$ cat src/rtl/counter_pkg.sv
// Shared constants and types for the modulo-N up/down counter.
package counter_pkg;

    localparam int CNT_WRAP = 0;
    localparam int CNT_SAT  = 1;

    typedef enum logic {
        DIR_DOWN = 1'b0,
        DIR_UP   = 1'b1
    } cnt_dir_e;

endpackage : counter_pkg

$ cat src/rtl/counter_next_logic.sv
// Combinational next-count logic: load clamp, wrap/saturate at the range ends, terminal count.
module counter_next_logic
    import counter_pkg::*;
#(
    parameter int WIDTH    = 4,
    parameter int MODULUS  = 16,
    parameter int SATURATE = 0
) (
    input  logic [WIDTH-1:0] q,
    input  logic             up,
    input  logic             en,
    input  logic             load,
    input  logic [WIDTH-1:0] load_val,
    output logic [WIDTH-1:0] q_next,
    output logic             boundary_hit,
    output logic             tc
);

    // One extra bit so MODULUS == 2**WIDTH is representable and no compare relies on rollover
    localparam logic [WIDTH:0] MOD_V = (WIDTH+1)'(MODULUS);
    localparam logic [WIDTH:0] MAX_V = (WIDTH+1)'(MODULUS - 1);

    cnt_dir_e       dir_s;
    logic [WIDTH:0] q_ext_s;
    logic [WIDTH:0] ld_ext_s;
    logic [WIDTH:0] inc_s;
    logic [WIDTH:0] dec_s;
    logic           at_max_s;
    logic           at_zero_s;

    assign dir_s     = cnt_dir_e'(up);
    assign q_ext_s   = {1'b0, q};
    assign ld_ext_s  = {1'b0, load_val};
    assign inc_s     = q_ext_s + {{WIDTH{1'b0}}, 1'b1};
    assign dec_s     = q_ext_s - {{WIDTH{1'b0}}, 1'b1};
    assign at_max_s  = (q_ext_s >= MAX_V);
    assign at_zero_s = (q_ext_s == {(WIDTH+1){1'b0}});
    assign tc        = ((dir_s == DIR_UP) && (q_ext_s == MAX_V)) || ((dir_s == DIR_DOWN) && at_zero_s);

    // Next count and boundary detection; load takes priority and never flags a boundary
    always_comb begin
        q_next       = q;
        boundary_hit = 1'b0;
        if (load) begin
            if (ld_ext_s >= MOD_V) begin
                q_next = MAX_V[WIDTH-1:0];
            end else begin
                q_next = load_val;
            end
        end else if (en) begin
            case (dir_s)
                DIR_UP: begin
                    if (at_max_s) begin
                        boundary_hit = 1'b1;
                        q_next       = (SATURATE == CNT_SAT) ? q : {WIDTH{1'b0}};
                    end else begin
                        q_next = inc_s[WIDTH-1:0];
                    end
                end
                DIR_DOWN: begin
                    if (at_zero_s) begin
                        boundary_hit = 1'b1;
                        q_next       = (SATURATE == CNT_SAT) ? q : MAX_V[WIDTH-1:0];
                    end else begin
                        q_next = dec_s[WIDTH-1:0];
                    end
                end
                default: begin
                    q_next       = q;
                    boundary_hit = 1'b0;
                end
            endcase
        end else begin
            q_next       = q;
            boundary_hit = 1'b0;
        end
    end

endmodule : counter_next_logic

$ cat src/rtl/mod_updown_counter.sv
// Parametrised modulo-N up/down counter with load, wrap/saturate mode, event pulse and sticky overflow.
module mod_updown_counter
    import counter_pkg::*;
#(
    parameter int WIDTH    = 4,
    parameter int MODULUS  = 16,
    parameter int SATURATE = CNT_WRAP
) (
    input  logic             clk,
    input  logic             reset,
    input  logic             en,
    input  logic             up,
    input  logic             load,
    input  logic [WIDTH-1:0] load_val,
    input  logic             clr_ovf,
    output logic [WIDTH-1:0] q,
    output logic             tc,
    output logic             evt,
    output logic             ovf
);

    generate
        if ((MODULUS < 2) || (MODULUS > (2 ** WIDTH))) begin : g_bad_modulus
            $error("mod_updown_counter: MODULUS must satisfy 2 <= MODULUS <= 2**WIDTH");
        end
    endgenerate

    logic [WIDTH-1:0] q_q;
    logic [WIDTH-1:0] q_d;
    logic             evt_q;
    logic             evt_d;
    logic             ovf_q;
    logic             ovf_d;
    logic [WIDTH-1:0] q_next_s;
    logic             boundary_hit_s;

    counter_next_logic #(
        .WIDTH    (WIDTH),
        .MODULUS  (MODULUS),
        .SATURATE (SATURATE)
    ) u_next (
        .q            (q_q),
        .up           (up),
        .en           (en),
        .load         (load),
        .load_val     (load_val),
        .q_next       (q_next_s),
        .boundary_hit (boundary_hit_s),
        .tc           (tc)
    );

    // Next-state: a boundary event sets ovf even when a clear arrives on the same edge
    always_comb begin
        q_d   = q_next_s;
        evt_d = boundary_hit_s;
        ovf_d = boundary_hit_s | (ovf_q & ~clr_ovf);
    end

    // State registers with synchronous reset overriding load and count
    always_ff @(posedge clk) begin
        if (reset) begin
            q_q   <= {WIDTH{1'b0}};
            evt_q <= 1'b0;
            ovf_q <= 1'b0;
        end else begin
            q_q   <= q_d;
            evt_q <= evt_d;
            ovf_q <= ovf_d;
        end
    end

    assign q   = q_q;
    assign evt = evt_q;
    assign ovf = ovf_q;

endmodule : mod_updown_counter

$ cat config.mk
export PLATFORM = sky130hd
export DESIGN_NAME = mod_updown_counter
export DESIGN_NICKNAME = d
export VERILOG_FILES = /design/src/rtl/counter_pkg.sv /design/src/rtl/counter_next_logic.sv /design/src/rtl/mod_updown_counter.sv
export SDC_FILE = /design/constraint.sdc
export NUM_CORES = 1
export LEC_CHECK = 0
export CAP_MARGIN = 20
export CELL_PAD_IN_SITES_DETAIL_PLACEMENT = 0
export CELL_PAD_IN_SITES_GLOBAL_PLACEMENT = 1
export CORE_UTILIZATION = 29
export DETAILED_ROUTE_END_ITERATION = 8
export GPL_TIMING_DRIVEN = 0
export PLACE_DENSITY_LB_ADDON = 0.1
export SLEW_MARGIN = 20
export SYNTH_ARGS = -nofsm -noshare
export SYNTH_HDL_FRONTEND = slang
export SYNTH_SLANG_ARGS = --single-unit
$ cat constraint.sdc
create_clock -name clk -period 1.5 [get_ports clk]
set_clock_uncertainty 0.05 [all_clocks]
set_input_delay 0.3 -clock clk [delete_from_list [all_inputs] [get_ports clk]]
set_output_delay 0.3 -clock clk [all_outputs]
set_load 0.05 [all_outputs]
After elaboration in Yosys (flattened, before gate mapping)
Index checks and enable logic that the tools add are counted.

operators by class
  $add $sub $neg = 2
  order comparisons = 2
  equality and inequality tests = 1
  muxes and demuxes = 11
  bitwise logic cells = 4
  reduce and logical (&&, ||, !) cells = 5

operator list
  kind                 number
  $mux 4               5
  $pmux 4 s2           1
  $ge 4x5->1 const B   1
  $logic_not 5->1      1
  $add 4x1->4 const B  1
  $eq 4x4->1 const B   1
  $ge 4x4->1 const B   1
  $mux 1               4
  $sub 4x1->4 const B  1
  $logic_and 1x1->1    2
  $not 1->1            2
  $pmux 1 s2           1
  $reduce_bool 2->1    1
  $and 1x1->1          1
  $logic_or 1x1->1     1
  $or 1x1->1           1

storage, ports and cells
  register bits = 6
  bits of input ports = 10
  output and inout port bits = 7

Longest topological paths before layout
  depth after elaboration = 6
  gate-level depth with buffers = 6

Cells and area by module
Synthesis repeated with hierarchy kept, for this count alone.

unflattened totals
  cell total of the unflattened synthesis = 50
  area, all modules = 416.6 um^2

by module, submodules not included
  module              instances  cells an instance  area an instance (um^2)  sequential area each (um^2)
  counter_next_logic  1          36                 241.5                    0.0
  mod_updown_counter  1          14                 175.2                    120.1

Worst setup path before layout
No wires, ideal clock.

  path type = reg-to-reg
  start = register q_q[0] (netlist: q[0])
  end = register ovf_q (netlist: ovf)
  arrival = 1793 ps
  data required time = 1384 ps
  setup slack = -409 ps
  cell stages (with the launch flop) = 7
  cell sequence = dfxtp_1 -> inv_1 -> ha_1 -> inv_1 -> o41ai_4 -> nand2_2 -> a21oi_2

on the way
  longest elaborated chain between the ends = 6

ends and longest elaborated chain
  what                                           RTL line                                            source
  start: declaration                             mod_updown_counter.sv:28                            logic [WIDTH-1:0] q_q;
  start signal: assignment                       mod_updown_counter.sv:62                            q_q <= {WIDTH{1'b0}};
  start signal: assignment                       mod_updown_counter.sv:66                            q_q <= q_d;
  $ge 4x4->1 or $logic_not 5->1 (tied branches)  counter_next_logic.sv:36, counter_next_logic.sv:37
  $mux 1, on equally long branches               counter_next_logic.sv:53, counter_next_logic.sv:61
  $pmux 1 s2 *                                   counter_next_logic.sv:51                            case (dir_s)
  $mux 1 *                                       counter_next_logic.sv:50                            end else if (en) begin
  $mux 1 *                                       counter_next_logic.sv:44                            if (load) begin
  $or 1x1->1 *                                   mod_updown_counter.sv:56                            ovf_d = boundary_hit_s | (ovf_q & ~clr_ovf);
  end signal: assignment                         mod_updown_counter.sv:68                            ovf_q <= ovf_d;
  end: declaration                               mod_updown_counter.sv:32                            logic ovf_q;

Mark *: on every way between the ends. The rest lies on a longest branch, timed or not.
A chain may end at the register's enable or synchronous reset.

Worst setup path in the final report
  start = register q_q[0] (netlist: q[0])
  end = output port tc

on the way
  longest elaborated chain between the ends = 3

ends and longest elaborated chain
  what                                           RTL line                                            source
  $eq 4x4->1 or $logic_not 5->1 (tied branches)  counter_next_logic.sv:38, counter_next_logic.sv:37
  $logic_and 1x1->1                              counter_next_logic.sv:38                            assign tc = ((dir_s == DIR_UP) && (q_ext_s == MAX_V)) || ((dir_s == DIR_DOWN) && at_zero_s);
  $logic_or 1x1->1 *                             counter_next_logic.sv:38
  end: declaration                               mod_updown_counter.sv:17                            output logic tc,

Marked as above.

==> flow_summary.toml <==
[status]
outcome = "finished with violations"
violations = "setup timing"

[sta]
finalHoldWorstSlack_ns = 0.344
timing_worst_slew_pin_value_ns = 0.486
setup_repair_after_global_routing_missed_its_margin = "true"
hold_violations = 0
final.period_utilization = 1.13
finalSetupViolations = 1
drv_slew = 0
timing.max_slew.rel_slack = 0.677
setup_total_negative_slack_ns = -0.200
finalWorstPathRequiredPeriod_ns = 1.70
post-route-worst-setup-slack_ns = -0.200
timing_limited_maximum_frequency_mhz = 588

[logic_synthesis]
yosysUniqueCellTypes = 27
yosys_register_bits = 6
yosys.area_share.simple = 0.136
area_share_of_the_largest_cell_type_after_synthesis = 0.271
ys.warnings.count = 0
yosys.area.top_type = "sky130_fd_sc_hd__dfxtp_1"
mappedNetlistArea_um2 = 443
main_combinational_cell_family_by_area_after_synthesis = "compound AO/OA/AOI/OAI gates"
post_synth.cell_area_avg_um2 = 8.20
post_synth_mux_area_share = 0.0452
post_synth_main_area_contributors = "sky130_fd_sc_hd__dfxtp_1, sky130_fd_sc_hd__inv_1, sky130_fd_sc_hd__o41ai_4"
synth_fp_nets = 66
synth_fa_ha_area_frac = 0.0565
post_synth_xor_area_fraction = 0.0395
number_of_cells_produced_by_synthesis = 54
ys_seq_area_frac = 0.271
synth_compound_gate_area_share = 0.308

[power_and_ir_drop]
irDropWorstVdd_uv = 386
leakage_nw = 0.292
p_sw_mw = 0.192
finalPower_mw = 0.551
pwr_density_cell_mw_per_mm2 = 844
pwr-share-comb = 0.363
netSwitchingFraction = 0.348
clock_group_share_of_total_power = 0.299
share_seq_of_total_power = 0.338
internal_power_mw = 0.359

[placed_design]
place_ws_ns = -0.639
detailed_place.area_um2 = 627
detailedPlacementHpwl_um = 728
numPortBuffers = 14
finalWeightedCongestion = 0.715

[hold_path]
timing.hold.worst_path_depth = 3
hp-class = "in2reg"
worstHoldStart = "up"

[die]
floorplan.rows = 13
floorplan.die.width_um = 41.1
floorplan.die_area_mm2 = 0.00169
initial_utilization = 0.324
ios = 17
die_h_um = 41.1
coreArea_mm2 = 0.00137

[cts]
cts_root_buf = "sky130_fd_sc_hd__clkbuf_4"
clock_tree_from_tritoncts = "built"
numCtsBuffers = 3
clock_sinks = 6
count_of_buffers_added_by_post_cts_timing_repair_for_setup = 0
ctsHtreeMaxLevel = 1
clockBufferDepth = 2
clk_transition_reported_paths_ns = 0.05
ctsHoldBuffers = 0
worstSkewPairLatency_ns = 0.25

[finish]
post_route_cells_drive_above_1_share = 0.292
post-route-cell-area_um2 = 653
layout-area-overhead-vs-synth_pct = 47.5
insertedDiodeCount = 0
nFillCells = 153
nets = 85

[routing]
drcViolationCount = 0
detailedRoute.firstIterationViolations = 0
drt_first_pass_iters = 1
routed_wirelength_um = 968
drt.antenna.violating_nets = 0
detailroute.via_count = 429
routed_len_inst_um = 11.1
avgViaCountPerCell = 4.93

[grt]
initial_antenna_violation_count = 0
global_route_wire_length_before_repair_mm = 1.55
global_route.usage.total = 0.149
globalRouteOverflowTotal = 0
grt_max_degree = 10
via_count_of_the_first_global_routing_pass = 343

[setup_path]
end_kind = "primary output"
worst_setup_path_startpoint = "q[0]$_SDFFE_PP0P_"
critPathLaunchType = "flop"
worst-endpoint-required_ns = 1.15
rr_startpoint = "q[1]$_SDFFE_PP0P_"
critPathArrivalTime_ns = 1.35
reg2regPathDepth = 6
criticalPathCategory = "reg2out"
crit_path_max_fanout = 9

[job]
max-cap-violations = 0
[Yosys cell counts]
cell,count
sky130_fd_sc_hd__nand2_1,2
sky130_fd_sc_hd__clkbuf_1,1
sky130_fd_sc_hd__a221oi_1,1
sky130_fd_sc_hd__buf_4,1
sky130_fd_sc_hd__ha_1,2
sky130_fd_sc_hd__a31oi_1,4
sky130_fd_sc_hd__a21oi_1,5
sky130_fd_sc_hd__o221ai_1,1
sky130_fd_sc_hd__mux2i_1,2
sky130_fd_sc_hd__a21oi_2,1
sky130_fd_sc_hd__xnor2_1,1
sky130_fd_sc_hd__o21ai_0,2
sky130_fd_sc_hd__dfxtp_1,6
sky130_fd_sc_hd__inv_1,8
sky130_fd_sc_hd__or2_1,1
sky130_fd_sc_hd__nor3_1,2
sky130_fd_sc_hd__xor2_1,1
sky130_fd_sc_hd__nand2b_1,1
sky130_fd_sc_hd__a21o_1,1
sky130_fd_sc_hd__nand2_2,1
sky130_fd_sc_hd__nor2_1,3
sky130_fd_sc_hd__o41ai_4,1
sky130_fd_sc_hd__o21a_1,1
sky130_fd_sc_hd__nor2b_1,1
sky130_fd_sc_hd__nand4_1,1
sky130_fd_sc_hd__o31ai_1,1
sky130_fd_sc_hd__buf_6,2
[through the flow]
| step | std cells | utilization |
|---|---|---|
| after floorplan | 54 | - |
| after global placement | 83 | 0.459 |
| after detailed placement | 83 | 0.459 |
| after CTS | 87 | 0.476 |
| after global routing | 87 | 0.478 |
| final | 87 | 0.478 |
[cell families (layout without fill, tap and decap cells)]
logic type | after synthesis | in the layout
fa+ha+maj | 2 | 2
simple gates | 12 | 12
xor+xnor | 2 | 2
flops | 6 | 6
compound gates | 18 | 18
buf+inv | 12 | 30
mux | 2 | 2
[registers in the layout, summed over array words and instances, names as in the netlist]
signal  cells
evt         1
q           4
ovf         1
[power by group through the flow]
stage / Combinational [mW] / Clock, mW / Sequential [mW]
4_1_cts: 0.199 / 0.174 / 0.185
3_3_place_gp: 0.203 / 0 / 0.189
6_report: 0.200 / 0.165 / 0.186
3_5_place_dp: 0.203 / 0 / 0.189
2_1_floorplan: 0.107 / 0 / 0.222
5_1_grt: 0.218 / 0.182 / 0.189
[layer usage]
layer,vias to the layer above,share of wire,global-route usage
met5,-,0,0
met4,0,0,0.0250
met3,0,0.064,0.0978
met2,14,0.41,0.195
met1,190,0.52,0.201
li1,225,-,-
[final cells by class]
type	instances	area (um2)	share of cell area
Multi-Input combinational cell	36	274	0.420
Timing Repair Buffer	14	133	0.203
Sequential cell	6	130	0.199
Inverter	8	37.5	0.0575
Buffer	4	33.8	0.0517
Clock buffer	4	26.3	0.0402
Tap cell	15	18.8	0.0287
[what timing repair did]
action / in CTS / in global routing
setup endpoints to repair: 7 / 2
pin swaps: 1 / 0
cloned: 0 / 0
gates resized for setup: 16 / 4
[final timing paths]
check	endpoint	slack, ns
hold reg to reg	ovf$_SDFF_PP0_	0.42
setup / recovery	tc	-0.20
hold / removal	q[3]$_SDFFE_PP0P_	0.34
setup reg to reg	q[1]$_SDFFE_PP0P_	0.21
[cells in the final DEF (no fill, tap or decap)]
cell type                         instances
sky130_fd_sc_hd__dfxtp_2                  2
sky130_fd_sc_hd__clkdlybuf4s15_2          1
sky130_fd_sc_hd__nand2b_1                 1
sky130_fd_sc_hd__buf_6                    3
sky130_fd_sc_hd__clkbuf_2                 1
sky130_fd_sc_hd__nand4_1                  1
sky130_fd_sc_hd__xor2_1                   1
sky130_fd_sc_hd__nand2_1                  2
sky130_fd_sc_hd__inv_1                    5
sky130_fd_sc_hd__dlygate4sd2_1            4
sky130_fd_sc_hd__o41ai_4                  1
sky130_fd_sc_hd__mux2i_1                  2
sky130_fd_sc_hd__clkbuf_4                 3
sky130_fd_sc_hd__clkdlybuf4s50_1          7
sky130_fd_sc_hd__ha_2                     1
sky130_fd_sc_hd__a221oi_1                 1
sky130_fd_sc_hd__o21a_1                   1
sky130_fd_sc_hd__o21ai_0                  2
sky130_fd_sc_hd__or2_1                    1
sky130_fd_sc_hd__dfxtp_4                  2
sky130_fd_sc_hd__a21oi_1                  5
sky130_fd_sc_hd__a21o_1                   1
sky130_fd_sc_hd__nor2_1                   3
sky130_fd_sc_hd__o31ai_1                  1
sky130_fd_sc_hd__clkbuf_1                 2
sky130_fd_sc_hd__inv_4                    3
sky130_fd_sc_hd__ha_4                     1
sky130_fd_sc_hd__o221ai_1                 1
sky130_fd_sc_hd__xnor2_1                  1
sky130_fd_sc_hd__nor3_1                   2
sky130_fd_sc_hd__a21oi_2                  1
sky130_fd_sc_hd__nor2b_1                  1
sky130_fd_sc_hd__a31oi_1                  4
sky130_fd_sc_hd__buf_4                    1
sky130_fd_sc_hd__nand2_2                  1
sky130_fd_sc_hd__dfxtp_1                  2
[critical path, stage by stage, from the launching register on]
cell and delay (ns):
sky130_fd_sc_hd__dfxtp_4 0.38, sky130_fd_sc_hd__inv_4 0.07, sky130_fd_sc_hd__ha_4 0.13, sky130_fd_sc_hd__inv_4 0.04
sky130_fd_sc_hd__o41ai_4 0.27, sky130_fd_sc_hd__buf_6 0.21
Note: power is estimated with default switching activity, not from simulation.
